--- src/rtl/onewire_pkg.sv ---
// Shared definitions for the one-wire command/response link: widths, the
// ping command and its acknowledge, controller states and attempt-failure causes.
package onewire_pkg;

  localparam int DATA_W = 56;
  localparam logic [DATA_W-1:0] CMD_PING = 56'hAA55AA55AA55AA;
  localparam logic [DATA_W-1:0] RSP_ACK  = 56'hFFFFFFFFFFFFFF;

  typedef enum logic [2:0] {
    ST_IDLE     = 3'd0,
    ST_LAUNCH   = 3'd1,
    ST_SEND     = 3'd2,
    ST_WAIT_RSP = 3'd3,
    ST_DONE     = 3'd4
  } state_e;

  typedef enum logic [1:0] {
    CAUSE_NONE     = 2'd0,
    CAUSE_TIMEOUT  = 2'd1,
    CAUSE_RX_ERROR = 2'd2
  } cause_e;

  // Attempts used = retries + 1, saturating at the 2-bit maximum.
  function automatic logic [1:0] sat_attempts(input int unsigned retries);
    if (retries >= 32'd2) begin
      return 2'd3;
    end else begin
      return 2'(retries + 32'd1);
    end
  endfunction

endpackage

--- src/rtl/onewire_master_ctrl_if.sv ---
// Host, command-lane transmitter and response-lane receiver signals of the
// initiator-side controller, bundled for a single module port.
interface onewire_master_ctrl_if import onewire_pkg::*; ();

  logic              i_req;
  logic [DATA_W-1:0] i_cmd;
  logic              o_ready;
  logic              o_rsp_valid;
  logic [DATA_W-1:0] o_rsp_data;
  logic              o_rsp_match;
  logic              o_timeout;
  logic              o_rx_error;
  logic [1:0]        o_attempts;
  logic [DATA_W-1:0] o_tx_data;
  logic              o_tx_start;
  logic              i_tx_busy;
  logic              i_tx_done;
  logic [DATA_W-1:0] i_rx_data;
  logic              i_rx_error;

  modport master (
    input  i_req, i_cmd, i_tx_busy, i_tx_done, i_rx_data, i_rx_error,
    output o_ready, o_rsp_valid, o_rsp_data, o_rsp_match, o_timeout,
           o_rx_error, o_attempts, o_tx_data, o_tx_start
  );

  modport slave (
    output i_req, i_cmd, i_tx_busy, i_tx_done, i_rx_data, i_rx_error,
    input  o_ready, o_rsp_valid, o_rsp_data, o_rsp_match, o_timeout,
           o_rx_error, o_attempts, o_tx_data, o_tx_start
  );

endinterface

--- src/rtl/onewire_timeout_ctr.sv ---
// Per-attempt watchdog: counts enabled cycles and strobes expire on the cycle
// the count equals TIMEOUT_CYCLES-1, then restarts from zero.
module onewire_timeout_ctr #(
  parameter int TIMEOUT_CYCLES = 100000
) (
  input  logic clk,
  input  logic reset,
  input  logic clear,
  input  logic enable,
  output logic expire
);

  localparam int TW = (TIMEOUT_CYCLES > 2) ? $clog2(TIMEOUT_CYCLES) : 1;
  localparam logic [TW-1:0] LAST = TW'(TIMEOUT_CYCLES - 1);

  logic [TW-1:0] count_r;

  assign expire = enable && (count_r == LAST);

  // Cycle counter; clear wins over enable.
  always_ff @(posedge clk) begin
    if (reset) begin
      count_r <= {TW{1'b0}};
    end else if (clear) begin
      count_r <= {TW{1'b0}};
    end else if (enable) begin
      if (count_r == LAST) begin
        count_r <= {TW{1'b0}};
      end else begin
        count_r <= count_r + TW'(1);
      end
    end else begin
      count_r <= count_r;
    end
  end

endmodule

--- src/rtl/onewire_master_ctrl.sv ---
// Initiator-side controller: launches one host command on the transmitter and
// waits for a changed reply on the level-only receiver, with timeout and retries.
module onewire_master_ctrl import onewire_pkg::*; #(
  parameter int TIMEOUT_CYCLES = 100000,
  parameter int MAX_RETRIES    = 2
) (
  input  logic                 clk,
  input  logic                 reset,
  onewire_master_ctrl_if.master bus
);

  localparam int RW = (MAX_RETRIES > 0) ? $clog2(MAX_RETRIES + 1) : 1;

  state_e            state_r;
  logic [DATA_W-1:0] cmd_q_r;
  logic [DATA_W-1:0] rx_base_r;
  logic [RW-1:0]     retry_r;
  logic              ready_r;
  logic              rsp_valid_r;
  logic [DATA_W-1:0] rsp_data_r;
  logic              match_r;
  logic              timeout_r;
  logic              rx_err_r;
  logic [1:0]        attempts_r;
  logic              tx_start_r;

  logic   expire_s;
  logic   fail_s;
  logic   rsp_seen_s;
  cause_e cause_s;
  logic   tmr_clear_s;
  logic   tmr_enable_s;

  assign tmr_clear_s  = (state_r == ST_LAUNCH) || ((state_r == ST_SEND) && bus.i_tx_done);
  assign tmr_enable_s = (state_r == ST_SEND) || (state_r == ST_WAIT_RSP);

  onewire_timeout_ctr #(.TIMEOUT_CYCLES(TIMEOUT_CYCLES)) u_tmr (
    .clk    (clk),
    .reset  (reset),
    .clear  (tmr_clear_s),
    .enable (tmr_enable_s),
    .expire (expire_s)
  );

  // Attempt outcome this cycle; rx error beats a data change, which beats expiry.
  always_comb begin
    fail_s     = 1'b0;
    rsp_seen_s = 1'b0;
    cause_s    = CAUSE_NONE;
    case (state_r)
      ST_SEND: begin
        if (!bus.i_tx_done && expire_s) begin
          fail_s  = 1'b1;
          cause_s = CAUSE_TIMEOUT;
        end else begin
          fail_s = 1'b0;
        end
      end
      ST_WAIT_RSP: begin
        if (bus.i_rx_error) begin
          fail_s  = 1'b1;
          cause_s = CAUSE_RX_ERROR;
        end else if (bus.i_rx_data != rx_base_r) begin
          rsp_seen_s = 1'b1;
        end else if (expire_s) begin
          fail_s  = 1'b1;
          cause_s = CAUSE_TIMEOUT;
        end else begin
          fail_s = 1'b0;
        end
      end
      default: begin
        fail_s = 1'b0;
      end
    endcase
  end

  // Request sequencing FSM with all host- and transmitter-facing outputs registered.
  always_ff @(posedge clk) begin
    if (reset) begin
      state_r     <= ST_IDLE;
      cmd_q_r     <= {DATA_W{1'b0}};
      rx_base_r   <= {DATA_W{1'b0}};
      retry_r     <= {RW{1'b0}};
      ready_r     <= 1'b1;
      rsp_valid_r <= 1'b0;
      rsp_data_r  <= {DATA_W{1'b0}};
      match_r     <= 1'b0;
      timeout_r   <= 1'b0;
      rx_err_r    <= 1'b0;
      attempts_r  <= 2'd0;
      tx_start_r  <= 1'b0;
    end else begin
      tx_start_r  <= 1'b0;
      rsp_valid_r <= 1'b0;
      if (fail_s) begin
        if (retry_r < RW'(MAX_RETRIES)) begin
          retry_r   <= retry_r + RW'(1);
          rx_base_r <= bus.i_rx_data;
          state_r   <= ST_LAUNCH;
        end else begin
          rsp_valid_r <= 1'b1;
          match_r     <= 1'b0;
          timeout_r   <= (cause_s == CAUSE_TIMEOUT);
          rx_err_r    <= (cause_s == CAUSE_RX_ERROR);
          attempts_r  <= sat_attempts(32'(retry_r));
          state_r     <= ST_DONE;
        end
      end else begin
        case (state_r)
          ST_IDLE: begin
            if (bus.i_req && ready_r) begin
              cmd_q_r   <= bus.i_cmd;
              rx_base_r <= bus.i_rx_data;
              retry_r   <= {RW{1'b0}};
              timeout_r <= 1'b0;
              rx_err_r  <= 1'b0;
              match_r   <= 1'b0;
              ready_r   <= 1'b0;
              state_r   <= ST_LAUNCH;
            end else begin
              ready_r <= 1'b1;
            end
          end
          ST_LAUNCH: begin
            if (!bus.i_tx_busy) begin
              tx_start_r <= 1'b1;
              state_r    <= ST_SEND;
            end else begin
              state_r <= ST_LAUNCH;
            end
          end
          ST_SEND: begin
            if (bus.i_tx_done) begin
              state_r <= ST_WAIT_RSP;
            end else begin
              state_r <= ST_SEND;
            end
          end
          ST_WAIT_RSP: begin
            if (rsp_seen_s) begin
              rsp_data_r  <= bus.i_rx_data;
              match_r     <= (cmd_q_r == CMD_PING) ? (bus.i_rx_data == RSP_ACK) : 1'b1;
              attempts_r  <= sat_attempts(32'(retry_r));
              rsp_valid_r <= 1'b1;
              state_r     <= ST_DONE;
            end else begin
              state_r <= ST_WAIT_RSP;
            end
          end
          ST_DONE: begin
            ready_r <= 1'b1;
            state_r <= ST_IDLE;
          end
          default: begin
            ready_r <= 1'b1;
            state_r <= ST_IDLE;
          end
        endcase
      end
    end
  end

  assign bus.o_ready     = ready_r;
  assign bus.o_rsp_valid = rsp_valid_r;
  assign bus.o_rsp_data  = rsp_data_r;
  assign bus.o_rsp_match = match_r;
  assign bus.o_timeout   = timeout_r;
  assign bus.o_rx_error  = rx_err_r;
  assign bus.o_attempts  = attempts_r;
  assign bus.o_tx_data   = cmd_q_r;
  assign bus.o_tx_start  = tx_start_r;

endmodule

--- src/flat_wrapper.sv ---
// flat-port wrapper written by rule: the top's interface ports become plain ports
module onewire_master_ctrl_flat import onewire_pkg::*;
#(
  parameter int TIMEOUT_CYCLES = 100000,
  parameter int MAX_RETRIES    = 2
)
  (clk, reset, bus_i_req, bus_i_cmd, bus_i_tx_busy, bus_i_tx_done, bus_i_rx_data, bus_i_rx_error, bus_o_ready, bus_o_rsp_valid, bus_o_rsp_data, bus_o_rsp_match, bus_o_timeout, bus_o_rx_error, bus_o_attempts, bus_o_tx_data, bus_o_tx_start);
  onewire_master_ctrl_if bus_i ();
  input  logic clk;
  input  logic reset;
  input wire logic [$bits(bus_i.i_req)-1:0] bus_i_req;
  input wire logic [$bits(bus_i.i_cmd)-1:0] bus_i_cmd;
  input wire logic [$bits(bus_i.i_tx_busy)-1:0] bus_i_tx_busy;
  input wire logic [$bits(bus_i.i_tx_done)-1:0] bus_i_tx_done;
  input wire logic [$bits(bus_i.i_rx_data)-1:0] bus_i_rx_data;
  input wire logic [$bits(bus_i.i_rx_error)-1:0] bus_i_rx_error;
  output wire logic [$bits(bus_i.o_ready)-1:0] bus_o_ready;
  output wire logic [$bits(bus_i.o_rsp_valid)-1:0] bus_o_rsp_valid;
  output wire logic [$bits(bus_i.o_rsp_data)-1:0] bus_o_rsp_data;
  output wire logic [$bits(bus_i.o_rsp_match)-1:0] bus_o_rsp_match;
  output wire logic [$bits(bus_i.o_timeout)-1:0] bus_o_timeout;
  output wire logic [$bits(bus_i.o_rx_error)-1:0] bus_o_rx_error;
  output wire logic [$bits(bus_i.o_attempts)-1:0] bus_o_attempts;
  output wire logic [$bits(bus_i.o_tx_data)-1:0] bus_o_tx_data;
  output wire logic [$bits(bus_i.o_tx_start)-1:0] bus_o_tx_start;
  assign bus_i.i_req = bus_i_req;
  assign bus_i.i_cmd = bus_i_cmd;
  assign bus_i.i_tx_busy = bus_i_tx_busy;
  assign bus_i.i_tx_done = bus_i_tx_done;
  assign bus_i.i_rx_data = bus_i_rx_data;
  assign bus_i.i_rx_error = bus_i_rx_error;
  assign bus_o_ready = bus_i.o_ready;
  assign bus_o_rsp_valid = bus_i.o_rsp_valid;
  assign bus_o_rsp_data = bus_i.o_rsp_data;
  assign bus_o_rsp_match = bus_i.o_rsp_match;
  assign bus_o_timeout = bus_i.o_timeout;
  assign bus_o_rx_error = bus_i.o_rx_error;
  assign bus_o_attempts = bus_i.o_attempts;
  assign bus_o_tx_data = bus_i.o_tx_data;
  assign bus_o_tx_start = bus_i.o_tx_start;
  onewire_master_ctrl #(.TIMEOUT_CYCLES(TIMEOUT_CYCLES), .MAX_RETRIES(MAX_RETRIES)) u_core (.clk(clk), .reset(reset), .bus(bus_i));
endmodule
--- config.mk ---
export PLATFORM = sky130hd
export DESIGN_NAME = onewire_master_ctrl_flat
export DESIGN_NICKNAME = d
export VERILOG_FILES = /design/src/rtl/onewire_pkg.sv /design/src/rtl/onewire_master_ctrl_if.sv /design/src/rtl/onewire_timeout_ctr.sv /design/src/rtl/onewire_master_ctrl.sv /design/src/flat_wrapper.sv
export SDC_FILE = /design/constraint.sdc
export NUM_CORES = 1
export LEC_CHECK = 0
export ABC_CLOCK_PERIOD_IN_PS = 7100
export BUFFER_PORTS_ARGS = -buffer_cell sky130_fd_sc_hd__buf_4
export CAP_MARGIN = 5
export CORE_ASPECT_RATIO = 0.7
export CORE_MARGIN = 1
export CORE_UTILIZATION = 49
export CTS_CLUSTER_SIZE = 16
export DETAILED_ROUTE_END_ITERATION = 10
export GPL_TIMING_DRIVEN = 0
export PLACE_DENSITY_LB_ADDON = 0.3
export SYNTH_ARGS = -nofsm -noshare
export SYNTH_HDL_FRONTEND = slang
export SYNTH_SLANG_ARGS = --single-unit
--- constraint.sdc ---
create_clock -name clk -period 7.1 [get_ports clk]
set_input_delay 0.355 -clock clk [delete_from_list [all_inputs] [get_ports clk]]
set_output_delay 0.355 -clock clk [all_outputs]
set_load 0.01 [all_outputs]
### Word level (Yosys, flattened, before mapping)

Cells that the tools add are included.

* bits in registers: 198
* output and inout port bits: 120
* bits in latches: 0
* input port bits: 118
* memories: 0
* ROM bits: 0
* word-level logic and storage cells: 109
* bits in writable memories: 0

* multiply operators: 0
* shift operators: 0
* div/mod/pow operators: 0
* eq/ne operators: 13
* multiplexer cells: 52
* add/sub/neg operators: 3
* bitwise operators: 3
* reduce and logical (&&, ||, !) cells: 23
* order comparisons: 2

Operators with widths (number)
* 56-bit 2-to-1 mux: 4
* 56-bit == test, second input constant: 2
* 56-bit inequality test: 1
* 1-bit 2-to-1 mux: 26
* 2-bit 2-to-1 mux: 12
* 17-bit by 1-bit adder with 17-bit output, second input constant: 1
* 17-bit == test, second input constant: 1
* 17-bit 2-to-1 mux: 1
* 3-bit AND reduction: 5
* 3-bit 2-to-1 mux: 4
* 3-bit one-hot mux with 4 select lines: 1
* 2-bit nonzero test: 4
* 3-bit by 2-bit == test with 1-bit output, second input constant: 2
* 3-bit by 1-bit inequality test with 1-bit output, second input constant: 2
* 1-bit one-hot mux with 2 select lines: 3
* 3-bit OR reduction: 2
* 2-bit by 1-bit adder with 2-bit output, second input constant: 2
* 1-bit logical AND: 4
* 2-bit inequality test, second input constant: 2
* 2-bit one-hot mux with 2 select lines: 1
* 4-bit AND reduction: 1
* 3-bit by 1-bit == test with 1-bit output, second input constant: 1
* 3-bit logical NOT: 1
* 1-bit NOT: 3
* other kinds (9): 10

### Logic depth before layout (Yosys ltp)

* depth after elaboration: 10
* gate-level depth with buffers: 11
* depth with buffers taken out: 8

### Cells and area by module

Synthesis repeated with hierarchy kept, for this count alone.

* cells, all modules: 973
* area total of the unflattened synthesis: 8853.5 µm²

By module, submodules not included
* onewire_master_ctrl: times used 1, area an instance 8052.7 µm², sequential area each 3623.5 µm², cells an instance 881
* onewire_timeout_ctr: times used 1, area an instance 800.8 µm², sequential area each 340.3 µm², cells an instance 92

### Least setup slack after synthesis

No wires, ideal clock.

* kind: flip-flop to flip-flop
* from: register u_core.u_tmr.count_r[0]
* to: register u_core.rx_base_r[10]
* arrival: 2.166 ns
* path buffers: 3
* period minus slack after synthesis: 2.286 ns
* setup time: 0.120 ns
* stages on the path, launching flop included: 12
* data required time: 6.980 ns
* setup slack: 4.814 ns
* cells stage by stage: dfxtp_1 > ha_1 > nor4b_1 > nand2_1 > or4_4 > o31ai_2 > a22o_1 > buf_4 > a21oi_2 > buf_6 > buf_6 > mux2i_1

* cells in the longest elaborated chain, start to end: 8
* elaborated cells on any way between the ends: 13
* those cells by class: eq/ne (2); mux (6); reduce/logical (5)

RTL lines
* start, declared: RTL line onewire_timeout_ctr.sv:16 `logic [TW-1:0] count_r;`
* start signal, assigned: RTL line onewire_timeout_ctr.sv:23 `count_r <= {TW{1'b0}};`
* start signal, assigned: RTL line onewire_timeout_ctr.sv:25 `count_r <= {TW{1'b0}};`
* start signal, assigned: RTL line onewire_timeout_ctr.sv:28 `count_r <= {TW{1'b0}};`
* 17-bit == test (*): RTL line onewire_timeout_ctr.sv:18 `assign expire = enable && (count_r == LAST);`
* 1-bit logical AND (*): RTL line onewire_timeout_ctr.sv:18
* 1-bit 2-to-1 mux: RTL line onewire_master_ctrl.sv:65 `end else if (expire_s) begin`
* 1-bit 2-to-1 mux: RTL line onewire_master_ctrl.sv:63 `end else if (bus.i_rx_data != rx_base_r) begin`
* 1-bit 2-to-1 mux: RTL line onewire_master_ctrl.sv:60 `if (bus.i_rx_error) begin`
* 1-bit one-hot mux with 2 select lines (*): RTL line onewire_master_ctrl.sv:50 `case (state_r)`
* 2-bit inequality test (no source line) / 2-bit nonzero test (equally long branches)
* 3-bit AND reduction (no source line)
* end signal, assigned: RTL line onewire_master_ctrl.sv:83 `rx_base_r <= {DATA_W{1'b0}};`
* end signal, assigned: RTL line onewire_master_ctrl.sv:99 `rx_base_r <= bus.i_rx_data;`
* end signal, assigned: RTL line onewire_master_ctrl.sv:114 `rx_base_r <= bus.i_rx_data;`
* end, declared: RTL line onewire_master_ctrl.sv:16 `logic [DATA_W-1:0] rx_base_r;`

Mark *: on every way between the ends. The rest lies on a longest branch, timed or not.
A chain may end at the register's enable or synchronous reset.

### Final worst setup path

* from: register u_core.rx_base_r[41]
* to: register u_core.rsp_data_r[47], in the netlist u_core.bus.o_rsp_data[47]

* cells in the longest elaborated chain, start to end: 6
* elaborated cells on any way between the ends: 9
* those cells by class: eq/ne (1); mux (6); bitwise (1); reduce/logical (1)

RTL lines
* 56-bit inequality test (*): RTL line onewire_master_ctrl.sv:63
* 1-bit 2-to-1 mux: RTL line onewire_master_ctrl.sv:63
* 1-bit 2-to-1 mux: RTL line onewire_master_ctrl.sv:60
* 1-bit one-hot mux with 2 select lines: RTL line onewire_master_ctrl.sv:50
* 1-bit NOT (no source line)
* 3-bit AND reduction (no source line) (*)
* end signal, assigned: RTL line onewire_master_ctrl.sv:87 `rsp_data_r <= {DATA_W{1'b0}};`
* end signal, assigned: RTL line onewire_master_ctrl.sv:142 `rsp_data_r <= bus.i_rx_data;`
* end, declared: RTL line onewire_master_ctrl.sv:20 `logic [DATA_W-1:0] rsp_data_r;`

Marked as above.

==> results.txt <==
The portion of the clock cycle consumed by the worst path in the final layout came out at 40.8%. The length in cells of the worst reg-to-reg path came out at 10. The total of flip-flops plus latches after synthesis is 198. The number of buffers added by the clock tree synthesis step came out at 17.

The post-route antenna net violation count is 0. The standard cell core area came out at 16500 µm². In this run the critical register-to-register path is captured at u_core.bus.o_rsp_data[47]. The slowest stage of the critical path belongs to the cell nor4_1. TritonCTS built the clock tree. The sort of element at the start of the critical path is a register. The count of final setup violators is 0.

The aggregate global routing overflow is 0. The total count of max-transition violations in the final report is 0. The via count of the first global-routing pass came out at 7053.

The routed design has 24400 µm of wire. The post-synthesis area per instance came out at 8.77 µm². In the routed design, unresolved DRC markers number 0. The post-cts hold buffer count is 0.

The die is 158 µm wide. The final layout contains 1332 nets. The clock edge transition at the registers on the reported setup and hold paths is 70 ps. The flow ran to the end, and the final reports show no timing, DRC or antenna violations. The worst ir drop on vdd is 0.157 mV.

The estimated wirelength of the detail-placed design came out at 18700 µm. The area enclosed by the die boundary is 17600 µm². The largest net degree at the start of global routing came out at 17. In this run the number of H-tree levels came out at 4.

The initial antenna violation count is 1. Input and output buffers added on the ports amount to 237. The first global-routing pass estimated 37400 µm of wire. The critical path in this run is classified as register to register. The end point of the worst hold path is u_core.bus.o_tx_data[11]. The worst hold path begins at bus_i_cmd[11]. The starting utilization of the core area came out at 50.8%. In the routed layout, each cell is associated on average with a via count of 5.34. The iteration-0 DRC count of the detailed router is 605. In this run the cell area of the synthesized design comes to 8380 µm². The power density over cell area came out at 235 nW/µm². The count of pins on the block boundary came out at 238. The signed area change from the synthesized netlist to the final layout came out at 31.7%.

The number of warnings printed during yosys synthesis came out at 0. The clock net in this run drives a total of 198 sinks. The data arrival time of the critical path is 3210 ps. Measured along the y axis, the die boundary spans 111 µm.

The maximum cell stage delay along the critical path came out at 510 ps. The peak clock frequency supported by timing is 0.345 GHz. The number of iterations in the first detailed-routing pass is 5.

After detailed routing, the average wire length per cell comes to 16.9 µm. The final weighted congestion of routability-driven global placement came out at 0.919. When the netlist entered floorplanning its net count stood at 1076. The reg-to-reg setup timing slack came out at 4200 ps. Setup repair after global routing left no endpoint under its margin. The leakage power figure came out at 5.28 nW. The path class of the lowest-slack min-delay path is input pin to register. Data on the critical path is required at its endpoint by 7410 ps.

Of the post-synthesis cell area, the dominant cell type holds 47.3%. Global routing used 27.6% of the available tracks. Buffers added to address setup during post-CTS repair amount to 0. The number of buffers on the longest clock path came out at 2. In the final timing run, aggregate negative setup slack is 0 ps. The total vias in the final route is 7731. The start of the worst register-to-register path is u_core.rx_base_r[41]. Along the worst path, the maximum fanout reaches 10. The share of layout cells above drive strength 1 came out at 23.7%. The routed design could run at a clock period as short as 2900 ps.

Yosys attributes the largest share of cell area to dfxtp_1, mux2i_1, nand2_1, xor2_1, nor2_1. For this run, the register share of the synthesized area comes to 47.3%. The final-report hold violation count was 0. The root buffer cell chosen for the clock tree is clkbuf_16.

The count of inserted antenna diode cells is 0. The post-cts repair resize count came out at 0. The pin slew with the least headroom to its limit is 759 ps. The worst hold path passes through 3 cells.

The row count came out at 39. Fill cells in the final layout number 1401. Max-cap violations in this run came to 0. For the worst-skew pair, the clock arrives at the later sink with an insertion delay of 440 ps. Walking the worst path, the cells encountered are xor2_1 > nor4_1 > nand4_1 > nor4_2 > or3_1 > buf_2 > buf_4 > buf_6 > mux2i_1 > nor2_1. The post-synthesis instance total is 955.

The share of the core filled with cells came out at 66.9%. The number of distinct library cell variants in the gate-level netlist after synthesis came out at 44. The synthesized design spends more area on one cell type than any other, namely dfxtp_1.

The relative slew slack came out at 49.4%. STA classifies the critical path endpoint as a register. The final worst clock skew came out at 11.6 ps.
-- critical path, delay by kind of cell, from the launching register on --
| family | cells | cell delay [ps] |
|---|---|---|
| flops | 1 | 320 |
| xor+xnor | 1 | 200 |
| buf+inv | 3 | 650 |
| simple gates | 5 | 1400 |
| mux | 1 | 210 |
-- cell usage after synthesis --
library cell and instances:
or3_1 5, dfxtp_1 198, xor2_1 66, and4b_1 1
a22o_1 1, o31ai_2 1, buf_4 6, and3_1 6
o21a_1 1, buf_1 2, nor4_1 17, ha_1 3
nor4bb_1 6, a22oi_1 1, nand4_1 25, buf_6 5
o21ai_0 8, a21oi_1 62, a32o_1 1, inv_2 3
xnor2_1 3, nor3_1 5, nor2_1 87, buf_2 3
clkbuf_1 39, nor2b_1 2, nor4_2 1, or4_1 1
nor4b_1 6, or4_4 1, nand4b_1 3, a31o_1 4
o31a_1 1, nand3_1 4, nand2_1 251, a211oi_1 3
mux2i_1 113, or2_1 1, o21ai_1 2, a21o_1 1
inv_1 3, and2_1 1, a21oi_2 1, o21ba_2 1
-- stage by stage --
| step | area [µm²] | std cells | hold WS, ps | setup slack (ps) | power (mW) |
|---|---|---|---|---|---|
| 3_5_place_dp | 10400 | 1417 | 460 | 4100 | 1.63 |
| 6_report | 11000 | 1448 | 160 | 4200 | 2.59 |
| 4_1_cts | 11000 | 1448 | 151 | 4290 | 2.59 |
| 3_3_place_gp | 10400 | 1417 | 453 | 4120 | 1.62 |
| 5_1_grt | 11000 | 1448 | 150 | 4100 | 2.69 |
| 2_1_floorplan | 8380 | 955 | 450 | 4810 | 1.45 |
-- final cells by class --
cell class	instances	area [µm²]	area share, %
buffer	55	270	2.45
clock buffer	23	508	4.60
clock inverter	8	87.6	0.794
inverter	6	22.5	0.204
multi-input combinational	696	4120	37.4
sequential	198	3960	35.9
tap	225	282	2.55
timing repair buffer	237	1780	16.1
-- layout by cell type (no fill, tap or decap), types with 4 or more instances in the layout --
cell | netlist | final
nor4bb_1 | 6 | 6
nand2_1 | 251 | 251
clkbuf_8 | 0 | 6
nand3_1 | 4 | 4
mux2i_1 | 113 | 113
buf_4 | 6 | 243
nand4_1 | 25 | 25
buf_6 | 5 | 5
a31o_1 | 4 | 4
a21oi_1 | 62 | 62
nor2_1 | 87 | 87
nor4_1 | 17 | 17
nor4b_1 | 6 | 6
and3_1 | 6 | 6
clkbuf_1 | 39 | 39
xor2_1 | 66 | 66
clkbuf_16 | 0 | 17
nor3_1 | 5 | 5
o21ai_0 | 8 | 8
or3_1 | 5 | 5
dfxtp_1 | 198 | 198
-- worst max path at each step --
stage | from | endpoint | slack (ps) | depth (start not counted)
6_report | u_core.rx_base_r[41] | u_core.bus.o_rsp_data[47] | 4200 | 10
5_1_grt | u_core.rx_base_r[41] | u_core.bus.o_rsp_data[46] | 4100 | 10
4_1_cts | u_core.rx_base_r[41] | u_core.bus.o_rsp_data[47] | 4290 | 10
3_5_place_dp | bus_i_rx_data[19] | u_core.bus.o_rsp_data[47] | 4100 | 11
3_3_place_gp | bus_i_rx_data[19] | u_core.bus.o_rsp_data[53] | 4120 | 11
2_1_floorplan | u_core.u_tmr.count_r[0] | u_core.rx_base_r[10] | 4810 | 11
-- cell families (layout without fill, tap and decap cells) --
logic type | count (synthesis) | count (layout) | synth area share [%]
buffers and inverters | 61 | 329 | 3.49
AO/OA/AOI/OAI | 88 | 88 | 5.96
adder cells (fa/ha/maj) | 3 | 3 | 0.448
multiplexers | 113 | 113 | 13.5
AND/OR/NAND/NOR | 423 | 423 | 22.1
flip-flops | 198 | 198 | 47.3
XOR/XNOR | 69 | 69 | 7.21
-- state kept, by name (all words and copies together), names as in the netlist, 2 cells and up --
register               cells
u_core.bus.o_attempts      2
u_core.bus.o_rsp_data     56
u_core.bus.o_tx_data      56
u_core.retry_r             2
u_core.rx_base_r          56
u_core.state_r             3
u_core.u_tmr.count_r      17
-- power by group --
part           switching (mW)  leakage, nW  internal (mW)
Clock                   0.435        0.285          0.543
Sequential             0.0452         1.61           1.17
Combinational           0.222         3.39          0.175
-- routing by layer --
| layer | global-route usage, % | wire length, µm |
|---|---|---|
| met1 | 39.2 | 11300 |
| met2 | 42.3 | 10800 |
| met3 | 6.03 | 1990 |
| met4 | 7.24 | 301 |
| met5 | 0 | 0 |
(Power assumes the default switching activity.)
